$ cat src/rtl/legv8_multicycle_ctrl.sv
// Multi-cycle control sequencer for the LEGv8 datapath with a shared, ready-handshaked memory port.
// Optional build macro CTRL_PERF_CNT_EN adds cycle and retired-instruction counters.
module legv8_multicycle_ctrl #(
    parameter int OPW  = 11,
    parameter int ALUW = 4
) (
    input  logic            clock,
    input  logic            reset,
    input  logic            run,
    input  logic [OPW-1:0]  opcode,
    input  logic            alu_zero,
    input  logic            mem_ready,
    output logic            inst_req,
    output logic            ir_write,
    output logic            pc_write,
    output logic [1:0]      pc_src,
    output logic            reg2Loc,
    output logic            aluSrc,
    output logic [ALUW-1:0] aluOp,
    output logic            memRead,
    output logic            memWrite,
    output logic            memToReg,
    output logic            regWrite,
    output logic [2:0]      state,
    output logic            illegal
`ifdef CTRL_PERF_CNT_EN
    ,
    output logic [31:0]     cyc_cnt,
    output logic [31:0]     ret_cnt
`endif
);

    typedef enum logic [2:0] {
        S_FETCH  = 3'b000,
        S_DECODE = 3'b001,
        S_EXEC   = 3'b010,
        S_MEM    = 3'b011,
        S_WB     = 3'b100,
        S_HALT   = 3'b111
    } state_e;

    typedef enum logic [3:0] {
        C_ADD, C_SUB, C_AND, C_ORR, C_LD, C_ST, C_CBZ, C_B, C_ILL
    } cls_e;

    localparam logic [ALUW-1:0] ALU_AND   = ALUW'(4'b0000);
    localparam logic [ALUW-1:0] ALU_ORR   = ALUW'(4'b0001);
    localparam logic [ALUW-1:0] ALU_ADD   = ALUW'(4'b0010);
    localparam logic [ALUW-1:0] ALU_SUB   = ALUW'(4'b0110);
    localparam logic [ALUW-1:0] ALU_PASSB = ALUW'(4'b0111);

    state_e      state_q, state_d;
    cls_e        cls_q, cls_d, cls_dec;
    logic        illegal_q, illegal_d;
    logic [10:0] op11;

    assign op11 = opcode[OPW-1 -: 11];

    always_comb begin
        cls_dec = C_ILL;
        if (op11 == 11'b10001011000)      cls_dec = C_ADD;
        else if (op11 == 11'b11001011000) cls_dec = C_SUB;
        else if (op11 == 11'b10001010000) cls_dec = C_AND;
        else if (op11 == 11'b10101010000) cls_dec = C_ORR;
        else if (op11 == 11'b11111000010) cls_dec = C_LD;
        else if (op11 == 11'b11111000000) cls_dec = C_ST;
        else if (op11[10:3] == 8'b10110100) cls_dec = C_CBZ;
        else if (op11[10:5] == 6'b000101)   cls_dec = C_B;
    end

    // DECODE itself must act on the freshly decoded opcode; later states use the latched class
    assign cls_d     = (state_q == S_DECODE) ? cls_dec : cls_q;
    assign illegal_d = illegal_q | ((state_q == S_DECODE) && (cls_dec == C_ILL));

    always_ff @(posedge clock or posedge reset) begin
        if (reset) begin
            state_q   <= S_FETCH;
            cls_q     <= C_ILL;
            illegal_q <= 1'b0;
        end else begin
            state_q   <= state_d;
            cls_q     <= cls_d;
            illegal_q <= illegal_d;
        end
    end

    always_comb begin
        state_d = state_q;
        case (state_q)
            S_FETCH: begin
                if (run && mem_ready) state_d = S_DECODE;
            end
            S_DECODE: begin
                case (cls_dec)
                    C_B:     state_d = S_FETCH;
                    C_ILL:   state_d = S_HALT;
                    default: state_d = S_EXEC;
                endcase
            end
            S_EXEC: begin
                case (cls_q)
                    C_ADD, C_SUB, C_AND, C_ORR: state_d = S_WB;
                    C_LD, C_ST:                 state_d = S_MEM;
                    default:                    state_d = S_FETCH;
                endcase
            end
            S_MEM: begin
                if (mem_ready) state_d = (cls_q == C_LD) ? S_WB : S_FETCH;
            end
            S_WB:    state_d = S_FETCH;
            S_HALT:  state_d = S_HALT;
            default: state_d = S_FETCH;
        endcase
    end

    // Gating with reset keeps FETCH's input-dependent strobes low while reset is held
    always_comb begin
        inst_req = 1'b0;
        ir_write = 1'b0;
        pc_write = 1'b0;
        pc_src   = 2'b00;
        reg2Loc  = 1'b0;
        aluSrc   = 1'b0;
        aluOp    = ALU_AND;
        memRead  = 1'b0;
        memWrite = 1'b0;
        memToReg = 1'b0;
        regWrite = 1'b0;
        if (!reset) begin
            case (state_q)
                S_FETCH: begin
                    if (run) begin
                        inst_req = 1'b1;
                        if (mem_ready) begin
                            ir_write = 1'b1;
                            pc_write = 1'b1;
                        end
                    end
                end
                S_DECODE: begin
                    reg2Loc = (cls_dec == C_ST) || (cls_dec == C_CBZ);
                    if (cls_dec == C_B) begin
                        pc_write = 1'b1;
                        pc_src   = 2'b10;
                    end
                end
                S_EXEC: begin
                    case (cls_q)
                        C_ADD: aluOp = ALU_ADD;
                        C_SUB: aluOp = ALU_SUB;
                        C_AND: aluOp = ALU_AND;
                        C_ORR: aluOp = ALU_ORR;
                        C_LD: begin
                            aluSrc = 1'b1;
                            aluOp  = ALU_ADD;
                        end
                        C_ST: begin
                            aluSrc  = 1'b1;
                            aluOp   = ALU_ADD;
                            reg2Loc = 1'b1;
                        end
                        C_CBZ: begin
                            reg2Loc = 1'b1;
                            aluOp   = ALU_PASSB;
                            if (alu_zero) begin
                                pc_write = 1'b1;
                                pc_src   = 2'b01;
                            end
                        end
                        default: ;
                    endcase
                end
                S_MEM: begin
                    aluSrc = 1'b1;
                    aluOp  = ALU_ADD;
                    if (cls_q == C_LD) begin
                        memRead = 1'b1;
                    end else begin
                        memWrite = 1'b1;
                        reg2Loc  = 1'b1;
                    end
                end
                S_WB: begin
                    regWrite = 1'b1;
                    memToReg = (cls_q == C_LD);
                end
                default: ;
            endcase
        end
    end

    assign state   = state_q;
    assign illegal = illegal_q;

`ifdef CTRL_PERF_CNT_EN
    logic [31:0] cyc_cnt_q, cyc_cnt_d;
    logic [31:0] ret_cnt_q, ret_cnt_d;
    logic        busy, retire;

    assign busy   = !(((state_q == S_FETCH) && !run) || (state_q == S_HALT));
    assign retire = (state_q == S_WB)
                  || ((state_q == S_MEM) && (cls_q == C_ST) && mem_ready)
                  || ((state_q == S_EXEC) && (cls_q == C_CBZ))
                  || ((state_q == S_DECODE) && (cls_dec == C_B));

    assign cyc_cnt_d = busy   ? cyc_cnt_q + 32'd1 : cyc_cnt_q;
    assign ret_cnt_d = retire ? ret_cnt_q + 32'd1 : ret_cnt_q;

    always_ff @(posedge clock or posedge reset) begin
        if (reset) begin
            cyc_cnt_q <= 32'd0;
            ret_cnt_q <= 32'd0;
        end else begin
            cyc_cnt_q <= cyc_cnt_d;
            ret_cnt_q <= ret_cnt_d;
        end
    end

    assign cyc_cnt = cyc_cnt_q;
    assign ret_cnt = ret_cnt_q;
`endif

endmodule

$ cat config.mk
export PLATFORM = sky130hd
export DESIGN_NAME = legv8_multicycle_ctrl
export DESIGN_NICKNAME = d
export VERILOG_FILES = /design/src/rtl/legv8_multicycle_ctrl.sv
export SDC_FILE = /design/constraint.sdc
export NUM_CORES = 1
export LEC_CHECK = 0
export CAP_MARGIN = 0
export CORE_UTILIZATION = 44
export CTS_CLUSTER_DIAMETER = 80
export CTS_CLUSTER_SIZE = 20
export DETAILED_ROUTE_END_ITERATION = 8
export MAX_ROUTING_LAYER = met4
export PLACE_DENSITY_LB_ADDON = 0.05
export SLEW_MARGIN = 20
export SYNTH_ARGS = -nofsm -noshare
export SYNTH_HDL_FRONTEND = slang
export SYNTH_SLANG_ARGS = --single-unit
export TNS_END_PERCENT = 10
$ cat constraint.sdc
create_clock -name clock -period 2.8 [get_ports clock]
set_input_delay 0.42 -clock clock [delete_from_list [all_inputs] [get_ports clock]]
set_output_delay 0.42 -clock clock [all_outputs]
set_load 0.01 [all_outputs]
# Yosys cells after proc, flatten, opt, wreduce, memory -nomap -nowiden
# Cells that the tools add are included.
# word_totals
regBits	8
in_bits	16
output_inout_bits	19
word_cells	89
# classes
n_eq_ne	25
n_mux	50
bitwise	1
reduce_logical	10
# op_table
operator	n
11-bit == test (second input constant)	6
4-bit two-way mux	8
1-bit two-way mux	27
4-bit by 3-bit == test with 1-bit output (second input constant)	6
3-bit case mux with 2 select lines	3
3-bit case mux with 5 select lines	1
3-bit two-way mux	4
3-bit case mux with 4 select lines	1
4-bit by 2-bit == test with 1-bit output (second input constant)	2
8-bit == test (second input constant)	1
3-bit by 2-bit == test with 1-bit output (second input constant)	2
3-bit == test (second input constant)	2
6-bit by 3-bit == test with 1-bit output (second input constant)	1
1-bit case mux with 3 select lines	2
4-bit by 1-bit == test with 1-bit output (second input constant)	1
4-bit == test (second input constant)	1
4-bit logical NOT	1
2-bit two-way mux	2
2-bit != test (second input constant)	2
2-bit case mux with 2 select lines	1
2-bit OR reduction	2
4-bit OR reduction	1
3-bit by 1-bit == test with 1-bit output (second input constant)	1
3-bit logical NOT	1
6 further kinds	7

# Depth between registers and ports, before layout
# Gate-level depths: netlist of the first run.
# logic_depth
word_depth	13
depth_mapped	5
depth_no_buf	4

# Worst setup path after synthesis of the first run
# OpenSTA, ideal clock, no wires.
# synth_timing
kind	reg-to-output
from	register state_q[1] (netlist: state[1])
to	output reg2Loc
arrival_time_ps	1777
required_time_ps	2380
slack_ps	603
stages_incl_launch_ff	6
n_path_buf	1
path_cell_list	dfrtp_1 > buf_2 > nor3b_1 > o31a_1 > o21ai_0 > o31ai_1
# synth_between
elab_chain_len	3
elab_cells_between_ends	5
cone_classes	eq/ne (3); mux (2)
# synth_lines
item	line_no	text
from (decl)	52	state_e state_q, state_d;
from (signal assigned)	81	state_q <= state_d;
3-bit by 2-bit == test with 1-bit output / 3-bit by 1-bit == test with 1-bit output (equally long branches)	130	case (state_q)
1-bit case mux with 3 select lines (*)	130	
1-bit two-way mux (*)	129	if (!reset) begin
to (decl)	17	output logic reg2Loc,
# Mark *: on every way between the ends. The rest lies on a longest branch, timed or not.

# Final worst setup path of the first run
# layout_timing
from	input opcode[5]
to	output pc_write
# layout_between
elab_chain_len	13
elab_cells_between_ends	20
cone_classes	eq/ne (9); mux (11)
# layout_lines
item	line_no	text
from (decl)	10	input logic [OPW-1:0] opcode,
6-bit by 3-bit == test with 1-bit output	68	else if (op11[10:5] == 6'b000101) cls_dec = C_B;
4-bit two-way mux	68	
4-bit two-way mux	67	else if (op11[10:3] == 8'b10110100) cls_dec = C_CBZ;
4-bit two-way mux	66	else if (op11 == 11'b11111000000) cls_dec = C_ST;
4-bit two-way mux	65	else if (op11 == 11'b11111000010) cls_dec = C_LD;
4-bit two-way mux	64	else if (op11 == 11'b10101010000) cls_dec = C_ORR;
4-bit two-way mux	63	else if (op11 == 11'b10001010000) cls_dec = C_AND;
4-bit two-way mux	62	else if (op11 == 11'b11001011000) cls_dec = C_SUB;
4-bit two-way mux (*)	61	if (op11 == 11'b10001011000) cls_dec = C_ADD;
4-bit by 3-bit == test with 1-bit output (*)	142	if (cls_dec == C_B) begin
1-bit two-way mux (*)	142	
1-bit case mux with 3 select lines (*)	130	
1-bit two-way mux (*)	129	
to (decl)	15	output logic pc_write,
# Marks and branches as above.

==> results of run 1 <==
worst max-delay path, cell delays in order:
cell and delay (ps):
clkdlybuf4s50_1 420, or4b_4 550, buf_4 170, o31a_1 280, nand2_1 100, a21oi_1 60, dlygate4sd2_1 280
where the power goes:
part,switching (uW),internal (uW),total [uW]
Combinational,215,220,434
Sequential,88.1,165,253
Clock,46.9,55.0,102
Total,350,439,789
per-stage QoR:
step / TNS [ps] / hold slack [ps] / instance area (um2) / utilization (%) / power (uW)
floorplan: 0 / 240 / 776 / - / 487
global placement: -436 / 449 / 1260 / 80.2 / 673
detailed placement: -647 / 486 / 1260 / 80.2 / 682
CTS: 0 / 504 / 1290 / 81.9 / 784
global route: 0 / 505 / 1300 / 82.6 / 852
finish: 0 / 493 / 1300 / 82.6 / 789
flip-flops by register name, indices dropped and copies added, names as in the netlist:
signal	cells
cls_q	4
state	3
illegal	1
path summary, 6_finish.rpt:
check	slack (ps)	cells after the start	end
worst min-delay path	490	1	illegal
worst max register to register	1180	4	state[2]
min in group asynchronous	580	3	state[0]
worst max-delay path	90	7	pc_write
max in group asynchronous	2010	3	cls_q[3]
worst min register to register	490	1	illegal
timing repair:
action | in CTS | in global routing
pin swaps | 1 | 2
setup endpoints to repair | 3 | 3
hold buffers | 0 | 0
resized for setup | 9 | 2
cells in the final DEF, fill, tap and decap left out, drive strengths merged, types with 3 or more instances in the layout:
| cell | synthesis | layout |
|---|---|---|
| nand2 | 12 | 12 |
| nor4 | 3 | 3 |
| nand3 | 4 | 4 |
| and2 | 3 | 3 |
| buf | 2 | 23 |
| a31oi | 3 | 3 |
| o21ai | 7 | 7 |
| nor3 | 4 | 4 |
| inv | 6 | 6 |
| or3 | 3 | 3 |
| dfrtp | 7 | 7 |
| clkdlybuf4s50 | 0 | 30 |
| a21oi | 8 | 8 |
| clkbuf | 4 | 4 |
| nor2 | 13 | 13 |
area by class of cell:
class / instances / area, um2 / share of cell area (%)
clock buffers: 4 / 26.3 / 2.02
inverters: 6 / 22.5 / 1.73
multi-input cells: 89 / 544 / 41.8
flip-flops and latches: 8 / 201 / 15.5
well taps: 16 / 20.0 / 1.54
repair buffers: 55 / 488 / 37.5
per-layer routing:
layer  part of all wire (%)  vias up  track usage, %
li1                       -      504               -
met5                      0        -               -
met3                    6.3       10            7.92
met1                     42      485            34.4
met4                    2.1        0            13.9
met2                     49       47            50.1
kinds of logic (layout without fill, tap and decap cells):
family	Yosys count	in the layout
buffers and inverters	12	65
AND/OR/NAND/NOR	58	58
XOR/XNOR	1	1
flip-flops	8	8
multiplexers	1	1
other	1	1
AO/OA/AOI/OAI	28	28
==> run summary, run 1 <==
CTS
* cts bufs inserted: 3
* setup fix buffers added after clock tree synthesis: 0
* Clock Pin Slew Worst Setup and Hold Paths: 60 ps
* CTS tree: built
* number of sinks handled by clock tree synthesis: 8
* # H-tree levels: 1
* clock latency reported for the late side of the worst-skew pair: 260 ps
* Clock Tree Buf Depth: 2
* clock tree root driver cell: clkbuf_4

Die
* vertical die dimension: 44.0 um
* count of pins on the block boundary: 35
* die area: 0.00194 mm2
* core area: 0.00158 mm2
* cell row count: 14
* width of the die: 44.0 um
* starting density of the core: 49.2%

Synthesis
* Post-Synthesis Cell Area: 776 um2
* synth cell count leaders: 13 x nor2_1, 12 x nand2_1, 8 x a21oi_1
* share of cell area taken by muxes after synthesis: 1.45%
* cells taking the most area after synthesis: dfrtp_1 23%, nor2_1 6.3%, nand2_1 5.8%
* share of synthesized area occupied by flip-flops and latches: 26.0%
* share of async-settable or async-resettable flops after synthesis: 100%
* largest area contributor in the netlist: dfrtp_1
* xor/xnor share of the synthesized area: 1.13%
* flip-flop and latch count after synthesis: 8
* fraction of the mapped netlist area in adder cells: 0%
* share of the synthesized area in compound gates (AO/OA/AOI/OAI): 22.4%
* number of enable flip-flop cells after synthesis: 0
* Post-Synthesis Mean Instance Area: 7.12 um2
* primary flip-flop cell chosen by synthesis mapping: dfrtp_1
* Mapped Cells: 109
* Synth warnings: 0
* Synth top area share: 22.6%
* most frequently used cell type in the post-synthesis netlist: nor2_1
* dominant combinational cell family by area after synthesis: simple AND/OR/NAND/NOR gates
* number of distinct library cells after synthesis: 41
* Syn Nets: 125
* Post-Synth Simple-Gate Area: 42.1%

STA
* clock period minus final worst setup slack: 2710 ps
* hold violation total from the final report: 0
* Period Utilization, post-route: 96.7%
* total of endpoints with negative setup slack in the final report: 0
* Max-Slew Margin vs Limit: 59.2%
* min setup slack post-route: 91.4 ps
* Max Clock Skew: 2.28 ps
* pins over their slew limit: 0
* pin slew with the least headroom to its limit: 604 ps
* Max Clock Freq: 369 MHz
* RSZ-0062 raised after global routing: false

Finish
* share of cells above drive strength 1: 21.0%
* area growth from synthesis to layout: 67.9%
* filler cell count in the final layout: 105
* NumNets Final: 179
* number of diodes: 0
* post-route non-filler standard cell count: 178

Drt
* final wirelength: 2520 um
* post-detailed-route count of antenna-violating nets: 0
* average detailed-routed wire length per instance: 14.2 um
* drt first-iter violations: 42
* Initial DRT Pass Iterations: 8
* drt drc: 1
* total vias in the final route: 1046
* average vias per placed instance: 5.88

Run status
* status: finished with violations
* failing checks: DRC

Setup path
* R2R Path Start: cls_q[0]
* Max FO, Critical Path: 4
* crit start category: primary input
* arrival time worst endpoint: 2290 ps
* worst setup path startpoint: opcode[5]
* Worst Setup End Kind: primary output
* data required time of the critical path: 2380 ps
* type of the worst setup path: in -> out

Placed design
* estimated wirelength of the detail-placed design: 1970 um
* worst setup slack before clock tree synthesis: -388 ps
* Port Buf Inserts: 33
* routability congestion estimate from global placement: 0.906
* Post-Place Cells: 174

GRT
* Congestion Overflow GR: 0
* vias in the first global route: 947
* largest net degree at the start of global routing: 14
* wire length of the first global-routing pass: 4140 um
* Total GRT Usage: 30.5%
* antenna violations before repair: 0

Hold path
* min-delay src: illegal
* worst min-delay path category: reg -> reg

Power
* largest vdd supply drop: 0.492 mV
* leak pwr: 0.000542 uW
* total power divided by cell area: 606 mW/mm2

Run
* total of max-cap violations: 0

Power figures use the tool's default switching activity.
==> run 2, diff against run 1 <==
--- a/config.mk
+++ b/config.mk
@@ -10,6 +10,7 @@
 export CTS_CLUSTER_DIAMETER = 80
 export CTS_CLUSTER_SIZE = 20
 export DETAILED_ROUTE_END_ITERATION = 8
+export GPL_TIMING_DRIVEN = 0
 export MAX_ROUTING_LAYER = met4
 export PLACE_DENSITY_LB_ADDON = 0.05
 export SLEW_MARGIN = 20
==> run 2 against run 1 <==
Against the previous run: the flow still finishes with violations (DRC); first-iteration DRC count shrank 26%; maximum frequency shrank 3.2%; sequential share of layout area up 1.4 points; clock-buffer cell count unchanged; final area shrank 8.3%; register-to-register slack worse by 90 ps; routed wire length down 12%; worst hold slack got worse by 1.2 ps; critical endpoint is now reg2Loc; via count fell by 6.1%; sequential cell count unchanged.
==> run summary, run 2 (same netlist as run 1, synthesis figures left out) <==
Power
* total power divided by cell area: 643 mW/mm2, +6.1%
* share of total power consumed by net switching: 45.9%, +1.5 points
* largest vdd supply drop: 0.447 mV, -9.2%
* sw power: 352 uW, +0.72%
* leak pwr: 0.000498 uW, -8.0%
* Pint: 416 uW, -5.4%
* part of the total power dissipated in combinational logic: 59.2%, +4.2 points
* total power consumption of the routed design: 768 uW, -2.7%
* power share of the clock group: 13.5%, +0.6 points
* register share of total power: 27.3%, -4.7 points

Finish
* NumNets Final: 163, -8.9%
* number of diodes: 0, unchanged
* flip-flop count of the largest register after layout: 4, unchanged
* area growth from synthesis to layout: 54.0%
* most flop-heavy register: cls_q
* post-route non-filler standard cell count: 162, -9.0%
* filler cell count in the final layout: 132, +26%
* most common library cell in the layout ignoring fill and taps: clkdlybuf4s50_1
* core utilization of the finished layout: 75.8%, -6.8 points
* commonest cells after routing, fill and taps aside: 29 x clkdlybuf4s50_1, 13 x nor2_1, 12 x nand2_1
* share of cells above drive strength 1: 8.22%, -13 points

GRT
* Total GRT Usage: 26.5%, -4.0 points
* largest net degree at the start of global routing: 11, -3
* antenna violations before repair: 0, unchanged
* Congestion Overflow GR: 0, unchanged
* vias in the first global route: 883, -6.8%
* wire length of the first global-routing pass: 3700 um, -11%

STA
* Max Clock Skew: 20.1 ps, +17.8 ps
* clock period minus final worst setup slack: 2800 ps, +89.9 ps
* RSZ-0062 raised after global routing: true
* sum of negative setup slack: 0 ps, unchanged
* pin slew with the least headroom to its limit: 550 ps, -54.3 ps
* worst-case hold slack: 491 ps, -1.18 ps
* Max Clock Freq: 357 MHz, -3.2%
* total of endpoints with negative setup slack in the final report: 0, unchanged
* Max-Slew Margin vs Limit: 62.8%, +3.7 points
* hold violation total from the final report: 0, unchanged
* Period Utilization, post-route: 99.9%, +3.2 points
* pins over their slew limit: 0, unchanged

Setup path
* critical path's top delay family: buffers and inverters
* worst setup path startpoint: opcode[3]
* data required time of the critical path: 2380 ps, about the same
* Max FO, Critical Path: 6, +2
* total buffers and inverters traversed by the critical path: 2, -1
* arrival time worst endpoint: 2380 ps, +90 ps
* setup slack, reg-to-reg: 1090 ps, -90 ps
* end of the worst register-to-register path: state[1]
* type of the worst setup path: in -> out
* critical path, cell by cell: clkdlybuf4s50_1 > or4bb_1 > nor3_1 > o21ai_0 > o31ai_1 > clkdlybuf4s15_1
* R2R Path Start: cls_q[2]
* Worst Reg-to-Reg Cells: 5, +1
* maximum single-stage delay on the critical path: 600 ps, +50 ps
* Worst Setup End Kind: primary output
* CP max stage cell: or4bb_1
* crit start category: primary input

Drt
* Initial DRT Pass Iterations: 6, -2
* post-detailed-route count of antenna-violating nets: 0, unchanged
* average vias per placed instance: 6.06, +3.2%
* drt first-iter violations: 31, -26%
* total vias in the final route: 982, -6.1%
* drt drc: 1, unchanged
* final wirelength: 2220 um, -12%
* average detailed-routed wire length per instance: 13.7 um, -3.4%

Die
* width of the die: 44.0 um, unchanged
* die area: 0.00194 mm2, unchanged
* core area: 0.00158 mm2, unchanged
* vertical die dimension: 44.0 um, unchanged
* cell row count: 14, unchanged
* starting density of the core: 49.2%, unchanged
* count of pins on the block boundary: 35, unchanged

CTS
* number of sinks handled by clock tree synthesis: 8, unchanged
* clock tree root driver cell: clkbuf_4
* clock latency reported for the late side of the worst-skew pair: 270 ps, about the same
* # H-tree levels: 1, unchanged
* CTS tree: built
* Clock Pin Slew Worst Setup and Hold Paths: 50 ps, about the same
* cts bufs inserted: 3, unchanged
* Clock Tree Buf Depth: 2, unchanged
* hold-fix buffers at CTS: 0, unchanged

Hold path
* Hold Path Depth: 1, unchanged
* min-delay src: illegal
* Hold Path End: illegal
* worst min-delay path category: reg -> reg

Placed design
* routability congestion estimate from global placement: 0.908, +0.31%
* estimated wirelength of the detail-placed design: 1730 um, -12%
* Post-Place Cells: 158, -9.2%
* Port Buf Inserts: 33, unchanged

Run
* total of max-cap violations: 0, unchanged

Run status
* status: finished with violations
* failing checks: DRC

-- run 2: cell count changes in the layout (fill, tap and decap cells not counted), moves of 2 or more --
| cell | change |
|---|---|
| buf_4 | -21 |
| clkbuf_1 | +4 |
| dlymetal6s2s_1 | +3 |
| dlygate4sd2_1 | -2 |
-- run 2: worst max-delay path by stage --
| stage | end | depth (start not counted) |
|---|---|---|
| floorplan | reg2Loc | 5 |
| global placement | reg2Loc | 6 |
| detailed placement | reg2Loc | 6 |
| finish | reg2Loc | 6 |
| CTS | reg2Loc | 6 |
| global route | reg2Loc | 6 |
-- run 2: stage by stage --
stage | area (um2) | setup slack, ps
global route | 1190 | -57.7
CTS | 1170 | 5.08
global placement | 1130 | -356
finish | 1190 | 1.48
floorplan | 776 | 603
detailed placement | 1130 | -363
-- run 2: what timing repair did --
item | CTS | global route
endpoints found under the hold margin | 0 | 0
setup buffers | 0 | 0
pin swaps | 1 | 1
setup endpoints to repair | 3 | 3
gates resized for setup | 4 | 6
-- run 2: layout make-up --
cell class	count	area [um2]	share of cell area [%]
multi-input cells	89	559	46.8
flip-flops and latches	8	201	16.9
repair buffers	33	338	28.3
inverters	6	22.5	1.88
well taps	16	20.0	1.68
clock buffers	4	26.3	2.20
plain buffers	6	27.5	2.30
-- run 2: routing by layer --
metal	global-route usage (%)	share of wire (%)
met1	30.1	43
met2	44.8	49
met3	6.67	6.1
met4	9.70	1.8
met5	-	0
-- run 2: power groups by stage --
stage / registers (uW) / logic, uW / clock network [uW]
after floorplan: 207 / 280 / 0
after global placement: 207 / 436 / 0
after detailed placement: 209 / 444 / 0
after CTS: 209 / 450 / 103
after global routing: 216 / 503 / 110
final: 210 / 455 / 104
==> run 3, diff against run 2 <==
--- a/config.mk
+++ b/config.mk
@@ -13,7 +13,6 @@
 export GPL_TIMING_DRIVEN = 0
 export MAX_ROUTING_LAYER = met4
 export PLACE_DENSITY_LB_ADDON = 0.05
-export SLEW_MARGIN = 20
 export SYNTH_ARGS = -nofsm -noshare
 export SYNTH_HDL_FRONTEND = slang
 export SYNTH_SLANG_ARGS = --single-unit
==> results of run 3 <==
No change in the layout: final DEF, timing and power equal those of run 2.
